### src/rtl/axi_burst_writer.sv
// Drains full bursts from an asynchronous-read FIFO as AXI4 INCR write bursts
// to a linearly advancing, burst-aligned address; one transaction outstanding.
module axi_burst_writer #(
    parameter int unsigned DW      = 32,
    parameter int unsigned AW      = 32,
    parameter int unsigned LGFLEN  = 4,
    parameter int unsigned LGBURST = 3,
    parameter int unsigned NBW     = 16
) (
    input  logic                 i_clk,
    input  logic                 i_reset,
    input  logic                 i_start,
    input  logic [AW-1:0]        i_base_addr,
    input  logic [NBW-1:0]       i_nbursts,
    output logic                 o_busy,
    output logic                 o_done,
    output logic                 o_err,
    output logic                 o_fifo_rd,
    input  logic [DW-1:0]        i_fifo_data,
    input  logic                 i_fifo_empty,
    input  logic [LGFLEN:0]      i_fifo_fill,
    output logic                 M_AXI_AWVALID,
    input  logic                 M_AXI_AWREADY,
    output logic [AW-1:0]        M_AXI_AWADDR,
    output logic [7:0]           M_AXI_AWLEN,
    output logic [2:0]           M_AXI_AWSIZE,
    output logic [1:0]           M_AXI_AWBURST,
    output logic                 M_AXI_WVALID,
    input  logic                 M_AXI_WREADY,
    output logic [DW-1:0]        M_AXI_WDATA,
    output logic [DW/8-1:0]      M_AXI_WSTRB,
    output logic                 M_AXI_WLAST,
    input  logic                 M_AXI_BVALID,
    output logic                 M_AXI_BREADY,
    input  logic [1:0]           M_AXI_BRESP
);
    localparam int unsigned BURST_LEN   = 1 << LGBURST;
    localparam int unsigned BEAT_BYTES  = DW / 8;
    localparam int unsigned BURST_BYTES = BURST_LEN * BEAT_BYTES;
    localparam int unsigned FILL_W      = LGFLEN + 1;
    localparam logic [AW-1:0] ADDR_STEP  = AW'(BURST_BYTES);
    localparam logic [AW-1:0] ALIGN_MASK = ~(ADDR_STEP - AW'(1));
    localparam logic [LGBURST-1:0] LAST_BEAT = LGBURST'(BURST_LEN - 1);

    typedef enum logic [2:0] {
        S_IDLE,
        S_WAIT_FILL,
        S_ADDR,
        S_DATA,
        S_RESP
    } state_t;

    state_t             state_q, state_d;
    logic [AW-1:0]      addr_q, addr_d;
    logic [NBW-1:0]     remaining_q, remaining_d;
    logic [LGBURST-1:0] beat_q, beat_d;
    logic               done_q, done_d;
    logic               err_q, err_d;
    logic               w_hs;
    logic               last_beat;
    logic               unused_bresp;

    assign unused_bresp = M_AXI_BRESP[0];
    assign last_beat    = (beat_q == LAST_BEAT);
    assign w_hs         = (state_q == S_DATA) && !i_fifo_empty && M_AXI_WREADY;

    // Next-state and datapath update
    always_comb begin
        state_d     = state_q;
        addr_d      = addr_q;
        remaining_d = remaining_q;
        beat_d      = beat_q;
        done_d      = 1'b0;
        err_d       = err_q;
        case (state_q)
            S_IDLE: begin
                if (i_start) begin
                    addr_d      = i_base_addr & ALIGN_MASK;
                    remaining_d = i_nbursts;
                    err_d       = 1'b0;
                    if (i_nbursts == '0) begin
                        done_d = 1'b1;
                    end else begin
                        state_d = S_WAIT_FILL;
                    end
                end
            end
            S_WAIT_FILL: begin
                if (i_fifo_fill >= FILL_W'(BURST_LEN)) begin
                    state_d = S_ADDR;
                end
            end
            S_ADDR: begin
                if (M_AXI_AWREADY) begin
                    state_d = S_DATA;
                    beat_d  = '0;
                end
            end
            S_DATA: begin
                if (w_hs) begin
                    beat_d = beat_q + LGBURST'(1);
                    if (last_beat) begin
                        state_d = S_RESP;
                    end
                end
            end
            S_RESP: begin
                if (M_AXI_BVALID) begin
                    if (M_AXI_BRESP[1]) begin
                        err_d = 1'b1;
                    end
                    remaining_d = remaining_q - NBW'(1);
                    if (remaining_q == NBW'(1)) begin
                        state_d = S_IDLE;
                        done_d  = 1'b1;
                    end else begin
                        addr_d  = addr_q + ADDR_STEP;
                        state_d = S_WAIT_FILL;
                    end
                end
            end
            default: state_d = S_IDLE;
        endcase
    end

    always_ff @(posedge i_clk or posedge i_reset) begin
        if (i_reset) begin
            state_q     <= S_IDLE;
            addr_q      <= '0;
            remaining_q <= '0;
            beat_q      <= '0;
            done_q      <= 1'b0;
            err_q       <= 1'b0;
        end else begin
            state_q     <= state_d;
            addr_q      <= addr_d;
            remaining_q <= remaining_d;
            beat_q      <= beat_d;
            done_q      <= done_d;
            err_q       <= err_d;
        end
    end

    // Outputs decoded from registered state; WDATA/WVALID track the FIFO head
    assign o_busy        = (state_q != S_IDLE);
    assign o_done        = done_q;
    assign o_err         = err_q;
    assign o_fifo_rd     = w_hs;
    assign M_AXI_AWVALID = (state_q == S_ADDR);
    assign M_AXI_AWADDR  = addr_q;
    assign M_AXI_AWLEN   = 8'(BURST_LEN - 1);
    assign M_AXI_AWSIZE  = 3'($clog2(BEAT_BYTES));
    assign M_AXI_AWBURST = 2'b01;
    assign M_AXI_WVALID  = (state_q == S_DATA) && !i_fifo_empty;
    assign M_AXI_WDATA   = i_fifo_data;
    assign M_AXI_WSTRB   = '1;
    assign M_AXI_WLAST   = (state_q == S_DATA) && last_beat;
    assign M_AXI_BREADY  = (state_q == S_RESP);

endmodule

### config.mk
export PLATFORM = sky130hd
export DESIGN_NAME = axi_burst_writer
export DESIGN_NICKNAME = d
export VERILOG_FILES = /design/src/rtl/axi_burst_writer.sv
export SDC_FILE = /design/constraint.sdc
export NUM_CORES = 1
export LEC_CHECK = 0
export CAP_MARGIN = 5
export CORE_ASPECT_RATIO = 1.1
export CORE_MARGIN = 8
export CORE_UTILIZATION = 45
export CTS_CLUSTER_DIAMETER = 150
export DETAILED_ROUTE_END_ITERATION = 10
export DONT_BUFFER_PORTS = 1
export HOLD_SLACK_MARGIN = 0.02
export PLACE_DENSITY = 0.61
export SETUP_SLACK_MARGIN = 0.15
export SYNTH_ARGS = -nofsm -noshare
export SYNTH_HDL_FRONTEND = slang
export SYNTH_SLANG_ARGS = --single-unit
### constraint.sdc
create_clock -name i_clk -period 2.45 [get_ports i_clk]
set_input_delay 0.245 -clock i_clk [delete_from_list [all_inputs] [get_ports i_clk]]
set_output_delay 0.245 -clock i_clk [all_outputs]
set_load 0.02 [all_outputs]
After elaboration in Yosys (flattened, before gate mapping)

Index checks and enable logic that the tools add are counted.
W data, S select, Z words.

Register bits after elaboration: 56
Input port bits: 94
Output and inout port bits: 89
Word-level logic and storage cells: 67

Add/subtract/negate cells: 3
Order comparisons: 1
Eq/ne operators: 15
Multiplexer cells: 28
Reductions and logical operators: 14

Operators by type and width:

| kind                    | number |
|---|---|
| $mux W32                | 3 |
| $pmux W32 S2            | 1 |
| $add A32 B6 Y32 const B | 1 |
| $mux W16                | 2 |
| $pmux W16 S2            | 1 |
| $mux W3                 | 9 |
| $eq A16 B1 Y1 const B   | 1 |
| $logic_not A16 Y1       | 1 |
| $sub A16 B1 Y16 const B | 1 |
| $pmux W3 S5             | 1 |
| $ne A2 B2 Y1 const B    | 7 |
| $mux W1                 | 8 |
| $reduce_and A4 Y1       | 2 |
| $reduce_and A7 Y1       | 1 |
| $eq A3 B2 Y1 const B    | 2 |
| $eq A3 B3 Y1 const B    | 2 |
| $pmux W3 S2             | 1 |
| $reduce_and A3 Y1       | 2 |
| $ge A5 B4 Y1 const B    | 1 |
| $ne A2 B1 Y1 const B    | 2 |
| $pmux W1 S2             | 2 |
| $reduce_bool A2 Y1      | 2 |
| $add A3 B1 Y3 const B   | 1 |
| $eq A3 B1 Y1 const B    | 1 |
| 4 further kinds         | 6 |

Longest topological paths before layout

Depth in word-level cells: 5
Depth in mapped cells: 8
Gate-level depth less buffers: 7

Worst setup path after synthesis

Ideal clock, no wire load.

Kind: register to register
Start point: register remaining_q[0]
End point: register remaining_q[8]
Library setup time: 0.077 ns
Data arrival time: 1.859 ns
Required time: 2.373 ns
Path slack: 0.514 ns
Stages on the path, launching flop included: 8
Path buffers: 0
Clock period less this slack: 1.936 ns
Cell sequence: dfrtp_1 -> inv_1 -> ha_1 -> or4b_1 -> or3_2 -> a21oi_1 -> nor2_1 -> a21oi_1

Word-level cells in the longest chain between the ends: 3

Ends and longest elaborated chain:

| element                  | RTL line | text |
|---|---|---|
| start: declaration       | 55       | `logic [NBW-1:0] remaining_q, remaining_d;` |
| start signal: assignment | 137      | `remaining_q <= remaining_d;` |
| $sub A16 B1 Y16          | 112      | `remaining_d = remaining_q - NBW'(1);` |
| $mux W16                 | 108      | `if (M_AXI_BVALID) begin` |
| $pmux W16 S2             | 75       | `case (state_q)` |

No other way between the ends. The select of a mux whose other input is x is not followed.
A chain may end at the register's enable or synchronous reset.

Worst setup path after layout

Ends and elaborated chain as after synthesis.

==> impl_metrics.csv <==
group,metric,value,unit
drt,drt-wirelength-per-cell,18.9,um
min_path,holdCritStartpoint,"M_AXI_BVALID",
cells_and_area,diodes,0,
sta,worst_slew_pin_slew,0.657,ns
critical_path,path_class,"reg2reg",
cells_and_area,area_growth,1.21,%
critical_path,r2r-start,"remaining_q[0]",
cells_and_area,nFillCells,795,
critical_path,r2r_slack,0.33,ns
clocking,insertion_delay,0.30,ns
sta,tns,0,ns
critical_path,cp-end-kind,"flop",
power_and_ir_drop,powerDensity,1160,nW/um^2
cells_and_area,fin_area,3670,um^2
sta,worst_slack,0.333,ns
floorplanning,core,7870,um^2
synth,ys_seq_area_share,35.1,%
drt,dr.pass1.iters,4,
sta,hold_viol,0,
critical_path,r2r_cells,7,
critical_path,crit_fanout,6,
synth,synth.top_cells.by_count,"buf_4 (54), dfrtp_1 (51), a21oi_1 (42), nand2_1 (42), nor2_1 (31)",
sta,period_needed,2.12,ns
synth,ys_seq_elements,51,
sta,fmax,472,MHz
cells_and_area,postLayoutCoreUtil,46.7,%
place,place_area,3520,um^2
floorplanning,dieHeight,110,um
synth,synth.distinct_cells,56,
sta,clock_skew,0.00828,ns
clocking,numCtsBuffers,5,
drt,antenna_left,0,
cells_and_area,regArea,1280,um^2
min_path,whs_path_depth,1,
place,place_ws,0.298,ns
grt,grt_max_degree,34,
clocking,htree_levels,2,
drt,routed_wl,9940,um
cells_and_area,drive_gt1_share,11.5,%
synth,synth-edff-count,0,
sta,final_max_slew_viol_count,0,
synth,async_flop_share,100,%
grt,overflow,0,
place,hpwl,7520,um
cells_and_area,multi_input_area,1900,um^2
synth,syn_inst,448,
clocking,clockBufferDepth,2,
synth,syn_area,3630,um^2
min_path,min_path_type,"in2reg",
sta,setup_viol,0,
drt,vias,3220,
floorplanning,dieArea,11200,um^2
grt,grt_antenna_before_repair,0,
synth,syn_area_per_cell,8.10,um^2
clocking,post-cts-setup-buffer-count,0,
sta,post-route-period-util,86.4,%
critical_path,r2r-end,"remaining_q[8]",
cells_and_area,nets,517,
synth,synth_top_area_share,35.1,%
outcome,status,"completed",
floorplanning,die_w,102,um
synth,yosysMostFrequentCell,"buf_4",
min_path,min_to,"state_q[2]",
clocking,clkSinkCount,51,
sta,maxSlewHeadroom,55.9,%
synth,yosysTopAreaCell,"dfrtp_1",
power_and_ir_drop,max-vdd-ir-drop,0.468,mV
power_and_ir_drop,p_leak,0.00145,uW
place,gp_congestion,0.835,
drt,drc,0,
critical_path,critical_path_arrival,2.35,ns
synth,synth.area.top_cells,"dfrtp_1 (35%), buf_4 (11%), a21oi_1 (5.8%)",
synth,synthFlopType,"dfrtp_1",
place,io_buffers,0,
grt,grt_pass1_wl,16200,um
drt,drtIter0Drc,182,
floorplanning,io_pins,183,
drt,vias_per_cell,6.11,
critical_path,cp-start-kind,"flop",
grt,grt_pass1_vias,3153,
clocking,clk_pin_slew,0.10,ns
run,cap_violations,0,
clocking,cts_tree,"done",
grt,grt_usage,17.8,%
sta,rsz0062_at_grt,"false",
critical_path,required,2.68,ns
synth,yosys_warnings,0,
floorplanning,initial_core_util,46.1,%
floorplanning,rows,34,
clocking,cts_root_buffer,"clkbuf_8",
## placed cells by master (no fill, tap or decap), types with 3 or more instances in the layout
cell type | netlist | routed
nor2b_1 | 3 | 3
clkbuf_8 | 0 | 5
conb_1 | 2 | 22
a22o_1 | 5 | 5
a21oi_1 | 42 | 42
ha_1 | 5 | 5
a311oi_1 | 3 | 3
o32ai_1 | 3 | 3
a22oi_1 | 3 | 3
buf_4 | 54 | 23
nand2_1 | 42 | 42
o22ai_1 | 17 | 17
nand3b_1 | 3 | 3
dfrtp_1 | 51 | 51
o221ai_1 | 3 | 3
o22a_1 | 3 | 3
o21ai_0 | 28 | 28
o31ai_1 | 5 | 5
nor3_1 | 12 | 11
nand3_1 | 18 | 18
a211oi_1 | 8 | 8
and3_1 | 8 | 8
nor2_1 | 31 | 30
a2bb2oi_1 | 4 | 4
nor4_1 | 9 | 8
and4_1 | 5 | 5
nand4_1 | 8 | 8
or2_2 | 3 | 3
inv_1 | 7 | 6
## metal layers
layer  global-route usage, %  vias up  wire (um)
met5                       0        -          0
met4                    4.47        0         93
met3                    7.41       12       1100
met2                    28.8      129       4760
met1                    21.4     1561       3980
li1                        -     1518          -
## what timing repair did
| action | 4_1_cts | 5_1_grt |
|---|---|---|
| setup endpoints to repair | 0 | 2 |
| hold endpoints to repair | 28 | 0 |
| hold buffers | 1 | 0 |
| gates resized for setup | 0 | 2 |
## through the flow
stage | power (uW) | hold WS (ns) | std cells
final | 4260 | 0.0570 | 527
after global routing | 4610 | 0.0638 | 527
after CTS | 4280 | 0.0474 | 527
after detailed placement | 3580 | 0.266 | 518
after global placement | 3520 | 0.270 | 518
after floorplan | 3150 | 0.357 | 468
## power by group
group | internal (uW) | switching [uW] | total, uW
registers | 1220 | 719 | 1930
clock network | 408 | 281 | 689
logic | 662 | 970 | 1630
## flip-flops by register name, summed over array words and instances (netlist names)
| signal | count |
|---|---|
| beat_q | 3 |
| o_err | 1 |
| remaining_q | 16 |
| state_q | 3 |
| o_done | 1 |
| M_AXI_AWADDR | 27 |
## cell type report
class	count	area share, %
Multi-Input combinational cell	327	51.7
Sequential cell	51	34.7
Timing Repair Buffer	25	5.52
Tap cell	108	3.68
Clock buffer	6	1.97
Clock inverter	2	1.63
Inverter	8	0.817
## worst max-delay path, cell delays in order (launching register included)
cell     delay, ns
dfrtp_1       0.44
inv_1         0.08
ha_1          0.19
or4b_1        0.55
or3_2         0.46
a21oi_1       0.16
nor2_1        0.05
a21oi_1       0.12
## cell families (layout without fill, tap and decap cells)
| kind of cell | after synthesis | count (layout) | synth area share (%) |
|---|---|---|---|
| compound gates | 141 | 141 | 24.8 |
| buf+inv | 90 | 41 | 15.2 |
| other cells | 2 | 22 | 0.207 |
| fa+ha+maj | 5 | 5 | 1.72 |
| flops | 51 | 51 | 35.1 |
| mux | 3 | 3 | 0.861 |
| simple gates | 156 | 156 | 22.0 |
## how the worst max path moves through the flow
stage,to,cells after the start,startpoint
floorplan,remaining_q[8],7,remaining_q[0]
global placement,remaining_q[14],7,remaining_q[0]
detailed placement,remaining_q[14],7,remaining_q[0]
CTS,remaining_q[14],7,remaining_q[0]
global route,M_AXI_AWADDR[29],7,remaining_q[1]
finish,remaining_q[8],7,remaining_q[0]
Note: power is estimated with default switching activity, not from simulation.
